### src/rtl/mc_loop_fifo.sv
// Multi-channel input FIFOs feeding one iterative processing engine.
// Each channel buffers words independently; a round-robin arbiter hands one
// word at a time to the engine, which either rotates it or accumulates it
// NUM_LOOPS times before presenting the result with a valid/ready handshake.
module mc_loop_fifo #(
   parameter int unsigned NUM_CH     = 4,
   parameter int unsigned FIFO_DEPTH = 8,
   parameter int unsigned FIFO_WIDTH = 8,
   parameter int unsigned NUM_LOOPS  = 3,
   parameter int unsigned ADD_MODE   = 0
) (
   input  logic                                          clk,
   input  logic                                          rstn,
   input  logic [NUM_CH-1:0]                             push,
   input  logic [NUM_CH*FIFO_WIDTH-1:0]                  push_data,
   output logic [NUM_CH-1:0]                             full,
   output logic [NUM_CH-1:0]                             empty,
   output logic [NUM_CH-1:0]                             drop_err,
   output logic                                          out_valid,
   input  logic                                          out_ready,
   output logic [FIFO_WIDTH-1:0]                         out_data,
   output logic [((NUM_CH > 1) ? $clog2(NUM_CH) : 1)-1:0] out_ch
);

   localparam int unsigned CH_W  = (NUM_CH > 1) ? $clog2(NUM_CH) : 1;
   localparam int unsigned PTR_W = $clog2(FIFO_DEPTH);
   localparam int unsigned CNT_W = PTR_W + 1;
   localparam int unsigned IT_W  = (NUM_LOOPS > 1) ? $clog2(NUM_LOOPS) : 1;

   typedef enum logic [1:0] {ST_IDLE, ST_LOOP, ST_OUT} state_t;

   logic [FIFO_WIDTH-1:0] mem_q [NUM_CH][FIFO_DEPTH];
   logic [PTR_W-1:0]      wptr_q [NUM_CH];
   logic [PTR_W-1:0]      wptr_d [NUM_CH];
   logic [PTR_W-1:0]      rptr_q [NUM_CH];
   logic [PTR_W-1:0]      rptr_d [NUM_CH];
   logic [CNT_W-1:0]      cnt_q  [NUM_CH];
   logic [CNT_W-1:0]      cnt_d  [NUM_CH];
   logic [NUM_CH-1:0]     full_q, full_d;
   logic [NUM_CH-1:0]     empty_q, empty_d;
   logic [NUM_CH-1:0]     drop_q, drop_d;
   logic [NUM_CH-1:0]     accept;
   logic [NUM_CH-1:0]     pop_vec;

   state_t                state_q, state_d;
   logic [FIFO_WIDTH-1:0] acc_q, acc_d;
   logic [FIFO_WIDTH-1:0] word_q, word_d;
   logic [CH_W-1:0]       ch_q, ch_d;
   logic [IT_W-1:0]       iter_q, iter_d;
   logic [CH_W-1:0]       last_q, last_d;

   logic                  found;
   logic [CH_W-1:0]       win;
   logic [FIFO_WIDTH-1:0] head;
   logic                  pop_en;

   // Round-robin pick: first non-empty channel after the last one served.
   always_comb begin
      int unsigned idx;
      idx   = 0;
      found = 1'b0;
      win   = '0;
      for (int unsigned i = 1; i <= NUM_CH; i++) begin
         idx = 32'(last_q) + i;
         if (idx >= NUM_CH) idx = idx - NUM_CH;
         if (!found && !empty_q[idx[CH_W-1:0]]) begin
            found = 1'b1;
            win   = idx[CH_W-1:0];
         end
      end
      head = mem_q[win][rptr_q[win]];
   end

   // Engine next-state: pop in IDLE, iterate in LOOP, hold result in OUT.
   always_comb begin
      state_d = state_q;
      acc_d   = acc_q;
      word_d  = word_q;
      ch_d    = ch_q;
      iter_d  = iter_q;
      last_d  = last_q;
      pop_en  = 1'b0;
      case (state_q)
         ST_IDLE: begin
            if (found) begin
               pop_en  = 1'b1;
               acc_d   = head;
               word_d  = head;
               ch_d    = win;
               last_d  = win;
               iter_d  = '0;
               state_d = ST_LOOP;
            end
         end
         ST_LOOP: begin
            if (ADD_MODE != 0) acc_d = acc_q + word_q;
            else               acc_d = {acc_q[FIFO_WIDTH-2:0], acc_q[FIFO_WIDTH-1]};
            if (iter_q == IT_W'(NUM_LOOPS - 1)) state_d = ST_OUT;
            else                                iter_d  = iter_q + 1'b1;
         end
         ST_OUT: begin
            if (out_ready) state_d = ST_IDLE;
         end
         default: state_d = ST_IDLE;
      endcase
   end

   // Per-channel pointer/count bookkeeping; a full channel still accepts
   // when the engine pops it in the same cycle.
   always_comb begin
      wptr_d  = wptr_q;
      rptr_d  = rptr_q;
      cnt_d   = cnt_q;
      accept  = '0;
      pop_vec = '0;
      full_d  = full_q;
      empty_d = empty_q;
      drop_d  = drop_q;
      for (int unsigned c = 0; c < NUM_CH; c++) begin
         pop_vec[c] = pop_en && (win == CH_W'(c));
         accept[c]  = push[c] && (!full_q[c] || pop_vec[c]);
         wptr_d[c]  = wptr_q[c] + PTR_W'(accept[c]);
         rptr_d[c]  = rptr_q[c] + PTR_W'(pop_vec[c]);
         cnt_d[c]   = cnt_q[c] + CNT_W'(accept[c]) - CNT_W'(pop_vec[c]);
         full_d[c]  = (cnt_d[c] == CNT_W'(FIFO_DEPTH));
         empty_d[c] = (cnt_d[c] == '0);
         drop_d[c]  = drop_q[c] | (push[c] & ~accept[c]);
      end
   end

   // FIFO storage: written only on accepted pushes outside reset.
   always_ff @(posedge clk) begin
      if (!rstn) begin
         for (int unsigned c = 0; c < NUM_CH; c++) begin
            if (accept[c]) mem_q[c][wptr_q[c]] <= push_data[c*FIFO_WIDTH +: FIFO_WIDTH];
         end
      end
   end

   // State registers with synchronous active-high reset.
   always_ff @(posedge clk) begin
      if (rstn) begin
         for (int unsigned c = 0; c < NUM_CH; c++) begin
            wptr_q[c] <= '0;
            rptr_q[c] <= '0;
            cnt_q[c]  <= '0;
         end
         full_q  <= '0;
         empty_q <= '1;
         drop_q  <= '0;
         state_q <= ST_IDLE;
         acc_q   <= '0;
         word_q  <= '0;
         ch_q    <= '0;
         iter_q  <= '0;
         last_q  <= CH_W'(NUM_CH - 1);
      end else begin
         wptr_q  <= wptr_d;
         rptr_q  <= rptr_d;
         cnt_q   <= cnt_d;
         full_q  <= full_d;
         empty_q <= empty_d;
         drop_q  <= drop_d;
         state_q <= state_d;
         acc_q   <= acc_d;
         word_q  <= word_d;
         ch_q    <= ch_d;
         iter_q  <= iter_d;
         last_q  <= last_d;
      end
   end

   assign full      = full_q;
   assign empty     = empty_q;
   assign drop_err  = drop_q;
   assign out_valid = (state_q == ST_OUT);
   assign out_data  = acc_q;
   assign out_ch    = ch_q;

endmodule

### config.mk
export PLATFORM = sky130hd
export DESIGN_NAME = mc_loop_fifo
export DESIGN_NICKNAME = d
export VERILOG_FILES = /design/src/rtl/mc_loop_fifo.sv
export SDC_FILE = /design/constraint.sdc
export NUM_CORES = 1
export LEC_CHECK = 0
export CORE_ASPECT_RATIO = 0.8
export CORE_UTILIZATION = 45
export CTS_CLUSTER_SIZE = 14
export DETAILED_ROUTE_END_ITERATION = 6
export GPL_TIMING_DRIVEN = 0
export PLACE_DENSITY = 0.6
export SLEW_MARGIN = 15
export SYNTH_ARGS = -nofsm -noshare
export SYNTH_HDL_FRONTEND = slang
export SYNTH_SLANG_ARGS = --single-unit
### constraint.sdc
create_clock -name clk -period 3.6 [get_ports clk]
set_input_delay 0.72 -clock clk [delete_from_list [all_inputs] [get_ports clk]]
set_output_delay 0.72 -clock clk [all_outputs]
set_load 0.02 [all_outputs]
Word level (Yosys, flattened, before mapping)

Memory sizes are Yosys's and may differ from the RTL's.
Index checks and enable logic that the tools add are counted.

Logic and storage cells: 192
RAM bits: 256
Input bits: 39
Register bits after elaboration: 68
Memories: 1

Memories:

| memory | depth | width | rd ports | clocked after Yosys merged registers in | write ports | RTL line | source |
|---|---|---|---|---|---|---|---|
| mem_q  | 4     | 64    | 1        | 0                                       | 4           | 32       | `logic [FIFO_WIDTH-1:0] mem_q [NUM_CH][FIFO_DEPTH];` |

Bitwise gates (word level): 18
Equal/unequal tests: 14
$lt $le $gt $ge: 18
Muxes and demuxes: 57
$add $sub $neg: 25
Reduce and logical (&&, ||, !) cells: 39

Operators by type and width:

| cell                                                                  | count |
|---|---|
| 64-bit 2-to-1 mux                                                     | 4 |
| 8-bit demux with 3-bit select                                         | 4 |
| 8-bit 2-to-1 mux                                                      | 7 |
| 2-bit 2-to-1 mux                                                      | 13 |
| 3-bit by 1-bit adder with 3-bit output                                | 8 |
| 8-bit binary-select mux with 3-bit select                             | 1 |
| 4-bit >= comparator (second input constant)                           | 5 |
| 3-bit inverter with 4-bit output                                      | 5 |
| 1-bit 2-to-1 mux                                                      | 18 |
| 4-bit by 1-bit adder with 4-bit output                                | 4 |
| 4-bit == test (second input constant)                                 | 4 |
| 4-bit logical NOT                                                     | 4 |
| 4-bit by 1-bit < comparator with 1-bit output (second input constant) | 4 |
| 8-bit case mux with 2 select lines                                    | 1 |
| 4-bit by 1-bit subtractor with 4-bit output                           | 4 |
| 1-bit logical AND                                                     | 15 |
| 3-bit >= comparator (second input constant)                           | 4 |
| 2-bit by 3-bit < comparator with 1-bit output (second input constant) | 4 |
| 1-bit logical NOT                                                     | 9 |
| 1-bit binary-select mux with 2-bit select                             | 4 |
| 2-bit == test (second input constant)                                 | 4 |
| 2-bit by 1-bit subtractor with 2-bit output (second input constant)   | 4 |
| 2-bit by 2-bit adder with 3-bit output (second input constant)        | 2 |
| 3-bit binary-select mux with 2-bit select                             | 1 |
| other kinds (19)                                                      | 38 |

Longest topological paths before layout

Word-level depth: 24
Depth in mapped cells: 17

Least setup slack after synthesis

Ideal clock, no wire load.

Path type: register -> register
From: register empty_q[3], in the netlist empty[3]
To: register empty_q[3], in the netlist empty[3]
Slack: 0.434 ns
Stages on the path, launching flop included: 17
Buffers on the path: 3
Setup time: 0.115 ns
Arrival: 3.051 ns
Cell sequence: dfxtp_1 -> a2bb2oi_2 -> a221o_1 -> buf_4 -> clkbuf_1 -> clkbuf_1 -> nor2_1 -> nand2_1 -> inv_1 -> ha_1 -> inv_1 -> ha_1 -> inv_1 -> fa_1 -> xor2_1 -> a31oi_1 -> nor2_1

Cells in the longest elaborated chain, start to end: 19
Elaborated cells on any way between the ends: 33

Ends and longest elaborated chain:

| what                                          | RTL line | source |
|---|---|---|
| start: declaration                            | 40       | `logic [NUM_CH-1:0] empty_q, empty_d;` |
| start signal: assignment                      | 162      | `empty_q <= empty_d;` |
| 1-bit binary-select mux with 2-bit select     | 66       | `if (!found && !empty_q[idx[CH_W-1:0]]) begin` |
| 1-bit 2-to-1 mux (implied by the code)        | 66       |  |
| 1-bit logical NOT                             | 66       |  |
| 1-bit logical AND                             | 66       |  |
| 1-bit 2-to-1 mux                              | 66       |  |
| 1-bit logical NOT                             | 66       |  |
| 1-bit logical AND                             | 66       |  |
| 1-bit 2-to-1 mux                              | 66       |  |
| (+3 left out)                                 | n/a      |  |
| 1-bit 2-to-1 mux                              | 85       | `if (found) begin` |
| 1-bit 2-to-1 mux                              | 83       | `case (state_q)` |
| 1-bit logical AND *                           | 120      | `pop_vec[c] = pop_en && (win == CH_W'(c));` |
| 1-bit logical OR                              | 121      | `accept[c] = push[c] && (!full_q[c] \|\| pop_vec[c]);` |
| 1-bit logical AND                             | 121      |  |
| 4-bit by 1-bit adder with 4-bit output        | 124      | `cnt_d[c] = cnt_q[c] + CNT_W'(accept[c]) - CNT_W'(pop_vec[c]);` |
| 4-bit by 1-bit subtractor with 4-bit output * | 124      |  |
| 4-bit logical NOT *                           | 126      | `empty_d[c] = (cnt_d[c] == '0);` |

Mark *: on every way between the ends. The rest lies on a longest branch, timed or not. The select of a mux whose other input is x is not followed.
A chain may end at the register's enable or synchronous reset.

==> summary.md <==
| Metric | Value |
|---|---|
| Outcome | completed |
| Gpl congestion | between 0.9 and 1 |
| Kind of critical path | reg -> reg |
| Average cell area after synthesis | about 13 um^2 |
| Layout Nets | ~1300 |
| Min-Delay Path Class | reg -> reg |
| Crit path capture type | register |
| CTS sink count | 324 |
| Least-Margin Pin Slew | 1.01 ns |
| Max-Cap Viols | 0 |
| Crit path max fanout | 10 |
| Initial antenna violation count | 1 |
| Full die area | about 32000 um^2 |
| Critical-path cell list | nor2b_1 > o21bai_2 > buf_4 > nand3_4 > nor2_4 > nand2_1 > inv_2 > o21ai_1 > or3b_1 > nor2_1 |
| FFs w/ async S/R, synth | 0% |
| Top cells by area, synth | edfxtp_1 55%, dfxtp_1 9.8%, nand2_1 3.9% |
| Relative slew slack | 32.4% |
| Count of cell types in the netlist | 54 |
| Most used cells in the layout excluding fill and tap cells | 256 x edfxtp_1, 145 x nand2_1, 64 x nor2_1, 64 x dfxtp_1, 60 x clkdlybuf4s50_1 |
| Rows | 57 |
| Root Buffer Master | clkbuf_16 |
| Via count | slightly below 10000 |
| Reg clk slew, reported paths | around 0.060 ns |
| Sequential share of the synthesized area | roughly 65% |
| Largest net degree at the start of global routing | 20 |
| Worst-Skew Late Latency | between 0.5 and 0.6 ns |
| Synthesized area | 13900 um^2 |
| Max-slew violations | 0 |
| Dpl hpwl | 30600 um |
| Final Core Density | between 50% and 60% |
| Die Wd | a little under 200 um |
| Worst Path Buf+Inv | 2 |
| Die height | 159 um |
| Final Critical Period | approximately 3.4 ns |
| Worst Path Required | between 3 and 4 ns |
| R2R cell count | 10 |
| Vias in the first global route | 9491 |
| I/O pin count | 62 |
| Pwr dens | 973 nW/um^2 |
| Top FF cell, synth | edfxtp_1 |
| Grt total ovfl | 0 |
| Wire length per cell | approximately 26 um |
| CP max stage cell | nor2_1 |
| Area Growth Syn to Fin | 16.5% |
| Core ar. | between 30000 and 40000 um^2 |
| # hold bufs at CTS | 0 |
| Share of layout cells above drive strength 1 | roughly 8.8% |
| Routed Antenna Nets | 0 |
| Yosys top cell area share | ~55% |
| Tcrit/Tclk final | a little over nine tenths |
| Residual DRC | 0 |
| Largest stage delay on the critical path | just under 0.8 ns |
| Crit start category | register |
| WL final | between 40000 and 50000 um |
| Drt pass-1 iters | 5 |
| Synthesis-stage register bit count | around 320 |
| Max Fclk | around 290 MHz |
| Post-Syn Instances | 1097 |
| Syn nets | between 1000 and 1500 |
| Cell taking the most area after synthesis | edfxtp_1 |
| H-Tree Depth | 2 |
| Clk_skew | ~0.016 ns |
| Commonest non-fill, non-tap cell in the layout | edfxtp_1 |
| Arrival @ worst endpoint | approximately 3.6 ns |
| Num CTS Buffers | 35 |
| Fin. Hold Viols | 0 |
| Worst-case clock buffer depth | 3 |
| Non-Filler Instances | 1636 |
| Final setup fails | 0 |
| Leak Pwr | roughly 5.7 nW |
| Total Routing Usage GR | a little over a quarter |
| Vias per cell | 5.95 |
| Initial Util | 45.7% |
| TritonCTS clock tree | built |
| Hold Path Stages | 2 |
| Family with the most delay on the worst path | simple AND/OR/NAND/NOR gates |
| 1st-iter DRT viols | about 1100 |
| PortBufs | 60 |
| Global-route wire length before repair | about 60000 um |
| Worst path depth | 10 |
| EDFF count, synth | roughly 260 |
| VDD IR max | between 0.0004 and 0.0005 V |
| Inst Count DP | about 1600 |
| Synth Warn # | 0 |
[cell type report]
| class | count | area, um^2 |
|---|---|---|
| plain buffers | 74 | 345 |
| diodes | 1 | 2.50 |
| repair buffers | 64 | 631 |
| multi-input cells | 664 | 4450 |
| clock inverters | 14 | 57.6 |
| flip-flops and latches | 324 | 9050 |
| well taps | 413 | 517 |
| inverters | 33 | 124 |
| clock buffers | 49 | 1000 |
| fillers | 2650 | 14200 |
[Yosys cell counts (all sizes together) (8+ instances only)]
cell type    n
nand2      145
nor2b       24
a211oi       9
o31a         9
mux2i       29
a311oi      10
o32ai        8
edfxtp     256
mux2         8
nand2b      11
o31ai       55
ha          33
xnor2       16
buf         26
nand3       24
a221oi      16
nor3        12
o21a        17
a41oi       34
clkbuf      50
a31oi       13
a21oi       48
dfxtp       68
a22oi       17
inv         33
nor2        65
a21o        12
[through the flow]
stage	setup slack [ns]	TNS [ns]	hold slack (ns)	area [um^2]	power, mW
after detailed placement	-0.427	-4.63	0.461	15000	12.1
after global routing	-0.00878	-0.00878	0.485	16200	16.4
after floorplan	0.434	0	0.472	13900	9.49
after CTS	0.0173	0	0.473	16100	15.5
after global placement	-0.478	-18.38	0.447	15000	12.0
final	0.177	0	0.468	16200	15.7
[kinds of logic (layout without fill, tap and decap cells)]
family | after synthesis | in the layout | synth area share (%)
XOR/XNOR | 20 | 20 | 1.26
adder cells (fa/ha/maj) | 37 | 37 | 3.55
AND/OR/NAND/NOR | 308 | 308 | 10.0
flip-flops | 324 | 324 | 65.2
other | 0 | 1 | 0
buffers and inverters | 109 | 234 | 3.32
AO/OA/AOI/OAI | 262 | 262 | 13.9
multiplexers | 37 | 37 | 2.74
[per-layer routing]
metal	routed length, um	part of all wire (%)	vias to the layer above	global-route usage, %
met4	1350	3.2	0	9.23
met5	0	0	-	0
met3	3930	9.3	109	4.85
li1	-	-	4361	-
met2	18900	45	485	40.9
met1	18200	43	4780	39.5
[tightest hold or removal path: stages, from the launching register on]
cell and delay, ns:
dfxtp_1 0.32, a31oi_1 0.04, nor2_1 0.07
[path summary, 6_finish.rpt]
path / slack (ns) / start / endpoint
setup / recovery: 0.18 / empty[2] / mem_q[0][5]
hold / removal: 0.47 / drop_err[1] / drop_err[1]
setup reg to reg: 0.18 / empty[2] / mem_q[0][5]
hold reg to reg: 0.47 / drop_err[1] / drop_err[1]
[sequential cells by signal, indices dropped and copies added, names as in the netlist]
register and count:
last_q 2, empty 4, rptr_q 12, out_ch 2
drop_err 4, state_q 2, cnt_q 16, wptr_q 12
full 4, out_data 8, iter_q 2, mem_q 256
[power by group]
group / internal (mW) / switching, mW
logic: 2.70 / 5.03
clock network: 1.93 / 1.45
registers: 4.38 / 0.249
[repair_timing]
| action | in CTS | in global routing |
|---|---|---|
| setup buffers | 0 | 3 |
| resized for setup | 6 | 15 |
| setup endpoints to repair | 73 | 99 |
(Power assumes the default switching activity.)
